$ cat src/rtl/pipeline_hazard_ctrl.sv
`default_nettype none
// ============================================================================
// Module  : pipeline_hazard_ctrl
// Brief   : Load-use stall, redirect flush, memory freeze and forwarding select
// Revision: 1.0
// ============================================================================
module pipeline_hazard_ctrl #(
  parameter int AW        = 5,
  parameter int NSRC      = 2,
  parameter int NFWD      = 2,
  parameter int LU_CYCLES = 1,
  localparam int FW       = $clog2(NFWD + 1)
) (
  input  logic               CLK,
  input  logic               nRST,
  input  logic               ihit,
  input  logic               dhit,
  input  logic               mem_req,
  input  logic               branch_flush,
  input  logic               jump_flush,
  input  logic [NSRC*AW-1:0] id_rsel,
  input  logic [NSRC-1:0]    id_uses,
  input  logic [NSRC*AW-1:0] ex_rsel,
  input  logic               ex_load,
  input  logic [AW-1:0]      ex_wsel,
  input  logic [NFWD-1:0]    wr_en,
  input  logic [NFWD*AW-1:0] wr_sel,
  output logic [NSRC*FW-1:0] fwd_sel,
  output logic               pc_en,
  output logic               ifid_en,
  output logic               ifid_flush,
  output logic               idex_en,
  output logic               idex_flush,
  output logic               exmem_en,
  output logic               memwb_en,
  output logic               lu_busy,
  output logic [15:0]        stall_cycles
);

  localparam logic [2:0] CNT_INIT = 3'(LU_CYCLES - 1);

  typedef enum logic [0:0] {
    RUN      = 1'b0,
    LU_STALL = 1'b1
  } state_t;

  state_t     state;
  state_t     run_state;
  logic [2:0] cnt;
  logic       memwait;
  logic       adv;
  logic       redirect;
  logic       hz;

  assign memwait  = mem_req & ~dhit;
  assign adv      = ihit & ~memwait;
  assign redirect = branch_flush | jump_flush;
  assign lu_busy  = (state == LU_STALL);

  // While reset is asserted the outputs behave as if already back in RUN.
  assign run_state = nRST ? state : RUN;

  always_comb begin
    hz = 1'b0;
    for (int i = 0; i < NSRC; i++) begin
      if (id_uses[i] && (id_rsel[i*AW +: AW] == ex_wsel)) hz = 1'b1;
    end
    hz = hz & ex_load & (ex_wsel != '0);
  end

  // Scan from the farthest stage down so the nearest matching writer wins.
  always_comb begin
    fwd_sel = '0;
    for (int i = 0; i < NSRC; i++) begin
      for (int j = NFWD - 1; j >= 0; j--) begin
        if (wr_en[j] && (wr_sel[j*AW +: AW] != '0) &&
            (wr_sel[j*AW +: AW] == ex_rsel[i*AW +: AW]))
          fwd_sel[i*FW +: FW] = FW'(j + 1);
      end
    end
  end

  always_comb begin
    pc_en      = 1'b0;
    ifid_en    = 1'b0;
    ifid_flush = 1'b0;
    idex_en    = 1'b0;
    idex_flush = 1'b0;
    exmem_en   = adv;
    memwb_en   = adv;
    if (adv) begin
      if (redirect) begin
        pc_en      = 1'b1;
        ifid_en    = 1'b1;
        ifid_flush = 1'b1;
        idex_en    = 1'b1;
        idex_flush = 1'b1;
      end else if (run_state == LU_STALL || hz) begin
        idex_en    = 1'b1;
        idex_flush = 1'b1;
      end else begin
        pc_en   = 1'b1;
        ifid_en = 1'b1;
        idex_en = 1'b1;
      end
    end
  end

  always_ff @(posedge CLK) begin
    if (!nRST) begin
      state        <= RUN;
      cnt          <= 3'd0;
      stall_cycles <= 16'd0;
    end else if (!memwait) begin
      if (!pc_en && stall_cycles != 16'hFFFF) stall_cycles <= stall_cycles + 16'd1;
      if (adv) begin
        case (state)
          RUN: begin
            if (!redirect && hz && LU_CYCLES > 1) begin
              state <= LU_STALL;
              cnt   <= CNT_INIT;
            end
          end
          LU_STALL: begin
            if (redirect || cnt == 3'd1) begin
              state <= RUN;
              cnt   <= 3'd0;
            end else begin
              cnt <= cnt - 3'd1;
            end
          end
          default: begin
            state <= RUN;
            cnt   <= 3'd0;
          end
        endcase
      end
    end
  end

endmodule
`default_nettype wire

$ cat config.mk
export PLATFORM = sky130hd
export DESIGN_NAME = pipeline_hazard_ctrl
export DESIGN_NICKNAME = d
export VERILOG_FILES = /design/src/rtl/pipeline_hazard_ctrl.sv
export SDC_FILE = /design/constraint.sdc
export NUM_CORES = 1
export LEC_CHECK = 0
export CORE_UTILIZATION = 40
export CTS_BUF_LIST = sky130_fd_sc_hd__clkbuf_16
export DETAILED_ROUTE_END_ITERATION = 10
export DONT_BUFFER_PORTS = 1
export PLACE_DENSITY = 0.57
export SLEW_MARGIN = 20
export SYNTH_ARGS = -nofsm -noshare
export SYNTH_HDL_FRONTEND = slang
export SYNTH_SLANG_ARGS = --single-unit
$ cat constraint.sdc
create_clock -name CLK -period 2.6 [get_ports CLK]
set_clock_uncertainty 0.05 [all_clocks]
set_input_delay 0.52 -clock CLK [delete_from_list [all_inputs] [get_ports CLK]]
set_output_delay 0.52 -clock CLK [all_outputs]
set_load 0.01 [all_outputs]
# == Word level (Yosys, flattened, before mapping) ==
# Cells that the tools add are included.
# W data, S select, Z words.
# classes
n_addsub,2
n_eq_ne,8
n_mux,19
bitwise_logic,7
n_reduce_logical,18
# ops
cell,n
$eq A5 B5 Y1,6
$add A16 B1 Y16 const B,1
$ne A16 B16 Y1 const B,1
$reduce_bool A5 Y1,3
$mux W1,14
$logic_and A1 B1 Y1,9
$mux W2,4
$and A1 B1 Y1,4
$reduce_and A2 Y1,2
$eq A3 B1 Y1 const B,1
$mux W3,1
$reduce_and A3 Y1,1
$sub A3 B1 Y3 const B,1
$logic_or A1 B1 Y1,2
$not A1 Y1,2
$logic_not A1 Y1,1
$or A1 B1 Y1,1
# word_totals
ff_bits,20
in_bits,47
out_inout_bits,28
elab_cells,57

# == Logic depth before layout (Yosys ltp) ==
# depth
word_depth,13
mapped_depth,10
mapped_depth_nobuf,7

# == Worst setup path before layout ==
# OpenSTA, ideal clock, no wires.
# synth_timing
path_kind,input to output
startpoint,input port wr_sel[1]
endpoint,output port fwd_sel[1]
t_arrival_ns,1.813
required_time_ns,2.030
slack_ns,0.217
stages,4
path_buffers,0
path_cell_list,or4_1 o21ai_0 nor4_1 nor4_1
# synth_between
elab_chain_len,4
elab_cells_between_ends,5
classes_between,eq/ne (1); mux (1); reduce/logical (3)
# synth_lines
item,line_no,rtl
start: declaration,27,"input logic [NFWD*AW-1:0] wr_sel,"
$reduce_bool A5 Y1,76,if (wr_en[j] && (wr_sel[j*AW +: AW] != '0) &&
$logic_and A1 B1 Y1,76,
$logic_and A1 B1 Y1 *,76,
$mux W2 *,76,
end: declaration,28,"output logic [NSRC*FW-1:0] fwd_sel,"
# Mark *: on every way between the ends. The rest lies on a longest branch, timed or not.

# == Final worst setup path ==
# Same ends and word-level chain as after synthesis.

==> flow_summary_export.csv <==
group,metric,value,unit
synthesis,synth_cell_types,32,
global_route,grt_max_degree,30,
detailed_routing,vias_per_cell,5.93,
synthesis,synth_cells,179,
timing,period_needed,2.41,ns
power,p_switching,165,µW
critical_path,crit_buf_inv,1,
critical_path,worst-endpoint-arrival,1.84,ns
final_layout,multi_input_area,960,µm²
die,die_h,62.1,µm
clocking,cts-buffers-inserted,3,
die,dieArea,3850,µm²
clocking,cts_tree,"done",
synthesis,synth_top_family_by_area,"simple AND/OR/NAND/NOR gates",
power,ir_drop,0.000313,V
timing,relSlewSlack,53.7,%
critical_path,crit_slowest_cell,"or4_1",
critical_path,crit_family,"simple AND/OR/NAND/NOR gates",
critical_path,crit_required,2.03,ns
synthesis,syn_nets,229,
power,leakage,0.486,nW
timing,period_share,92.6,%
timing,slew_violations,0,
timing,rsz0062_at_grt,"no",
clocking,htreeDepth,1,
placed_design,dpl.hpwl,2720,µm
global_route,overflow,0,
detailed_routing,wirelength,3470,µm
worst_hold_path,hold_path.class,"in2reg",
clocking,clockRootBuffer,"clkbuf_16",
timing,worst_pin_slew,0.689,ns
synthesis,synth_xor_area_share,18.8,%
clocking,cts_setup_buffers,0,
synthesis,synth-main-ff-cell,"dfxtp_1",
synthesis,yosys.area_share.simple,27.1,%
clocking,path_clk_slew,0.06,ns
final_layout,syn2layout_area_growth,10.6,%
power,comb_power_share,10.9,%
clocking,clkLatencyLatePin,0.25,ns
synthesis,synthesis.area,1440,µm²
detailed_routing,wire_per_inst,15.4,µm
placed_design,port_buffers,0,
synthesis,synth-compound-area-share,16.6,%
outcome,status,"finished, final reports clean",
job,max-cap-violations,0,
timing,setup_viol,0,
die,die_x,62.1,µm
final_layout,layout.nets,230,
critical_path,cp_cell_sequence,"or4_1, o21ai_1, nor4_1, nor4_1, buf_4",
global_route,grt_pass1_wl,5100,µm
synthesis,ys_ff_latch,20,
detailed_routing,drc,0,
clocking,hold_buffers,0,
synthesis,synth_fa_ha_area_share,2.60,%
die,ios,75,
synthesis,synth_top_area_share,27.8,%
global_route,grt_pass1_vias,1268,
detailed_routing,drtIter0Drc,36,
critical_path,cp-end-kind,"output port",
critical_path,crit_top_cell,"nor4_1",
timing,fin_setup_tns,0,ns
synthesis,synth-edff-count,0,
global_route,antenna_found_initial,0,
synthesis,synth_top_area_cell,"dfxtp_1",
synthesis,netlist_top_cells_area,"dfxtp_1 28%, xnor2_1 9.7%, xor2_1 9.1%, a21oi_1 5.6%, or4_1 5.2%",
power,pwr-share-seq,38.3,%
timing,fmax,415,MHz
power,internal-power,659,µW
synthesis,avgSynthCellArea,8.06,µm²
critical_path,path_class,"in2out",
power,power.clock.fraction,50.8,%
final_layout,fillCellCount,343,
placed_design,gp_congestion,0.639,
global_route,grt_usage,17.5,%
die,start_util,42.6,%
final_layout,drive_above_1_share,6.15,%
power,power_density,517,nW/µm²
final_layout,final_core_util,47.1,%
synthesis,synthMuxAreaShare,1.39,%
final_layout,diodes,0,
critical_path,cp_max_fo,3,
detailed_routing,vias,1334,
power,p_sw_share,20.0,%
detailed_routing,drt-pass1-iter-count,4,
final_layout,ff_latch_area,400,µm²
clocking,cts_buffer_depth,2,
timing,hold_violations,0,
die,core_area,3390,µm²
synthesis,ys_warn_count,0,
clocking,cts.sink_count,20,
synthesis,ys_seq_area_share,27.8,%
synthesis,synth-async-reset-ratio,0,%
critical_path,cp_slowest_stage_delay,0.51,ns
synthesis,synthTopCellsByCount,"20 x dfxtp_1, 16 x a21oi_1, 16 x xnor2_1",
die,rows,21,
detailed_routing,ant_nets,0,
critical_path,crit_path_start_kind,"input port",
synthesis,yosysMostFrequentCell,"dfxtp_1",
-- cells in the final DEF (no fill, tap or decap), types with 6 or more instances in the layout --
cell type	netlist	final
nor3_1	6	6
o21ai_0	9	8
or3_1	6	6
nand2_1	12	12
nor2_1	8	8
xor2_1	15	15
nand3_1	6	6
nor4_1	7	7
a21oi_1	16	16
o31ai_1	6	6
dfxtp_1	20	20
or4_1	10	10
xnor2_1	16	16
inv_1	8	8
nand4_1	6	6
-- sequential cells by signal, indices dropped and copies added, names as in the netlist --
| signal | cells |
|---|---|
| lu_busy | 1 |
| cnt | 3 |
| stall_cycles | 16 |
-- metrics by stage --
stage,power (mW),instances,setup WS (ns),instance area (µm²),hold WS [ns]
after floorplan,0.399,179,0.217,1440,0.407
after global placement,0.408,221,0.239,1490,0.421
after detailed placement,0.412,221,0.114,1490,0.433
after CTS,0.836,225,0.104,1600,0.332
after global routing,0.861,225,0.0330,1600,0.339
final,0.824,225,0.192,1600,0.334
-- cells by family after synthesis --
logic type / count (synthesis)
AO/OA/AOI/OAI: 39
XOR/XNOR: 31
adder cells (fa/ha/maj): 3
buffers and inverters: 16
flip-flops: 20
multiplexers: 2
AND/OR/NAND/NOR: 68
-- worst reg2reg max path, delay by kind of cell, from the launching register on --
| family | cells | cell delay (ns) |
|---|---|---|
| simple gates | 4 | 1.26 |
| compound gates | 3 | 0.45 |
| flops | 1 | 0.36 |
| buf+inv | 1 | 0.17 |
-- layer usage --
metal | routed length (µm) | global-route usage [%] | part of all wire (%)
met4 | 0 | 1.90 | 0
met1 | 1420 | 18.6 | 41
met5 | 0 | 0 | 0
met3 | 336 | 4.55 | 9.7
met2 | 1710 | 35.0 | 49
-- final timing paths --
check	slack (ns)	startpoint	cells past startpoint	end
max	0.19	wr_sel[1]	5	fwd_sel[1]
min	0.33	nRST	1	stall_cycles[10]$_SDFFE_PN0P_
max reg2reg	0.25	stall_cycles[6]$_SDFFE_PN0P_	8	stall_cycles[5]$_SDFFE_PN0P_
min reg2reg	0.44	cnt[2]$_SDFFE_PN0P_	2	cnt[2]$_SDFFE_PN0P_
-- final cells by class --
class | instances | share of cell area [%]
clock buffers | 3 | 4.71
clock inverters | 1 | 1.88
inverters | 8 | 1.88
multi-input cells | 143 | 60.2
flip-flops and latches | 20 | 25.1
well taps | 46 | 3.61
repair buffers | 4 | 2.67
-- timing repair --
item / 4_1_cts / 5_1_grt
setup endpoints to repair: 0 / 2
hold endpoints to repair: 0 / 0
resized for setup: 0 / 1
-- power groups by stage --
| stage | registers, mW | logic [mW] | clock network, mW |
|---|---|---|---|
| final | 0.316 | 0.0895 | 0.419 |
| after global routing | 0.316 | 0.101 | 0.444 |
| after CTS | 0.316 | 0.0902 | 0.429 |
| after detailed placement | 0.323 | 0.0896 | 0 |
| after global placement | 0.323 | 0.0853 | 0 |
| after floorplan | 0.321 | 0.0776 | 0 |
Note: power is estimated with default switching activity, not from simulation.
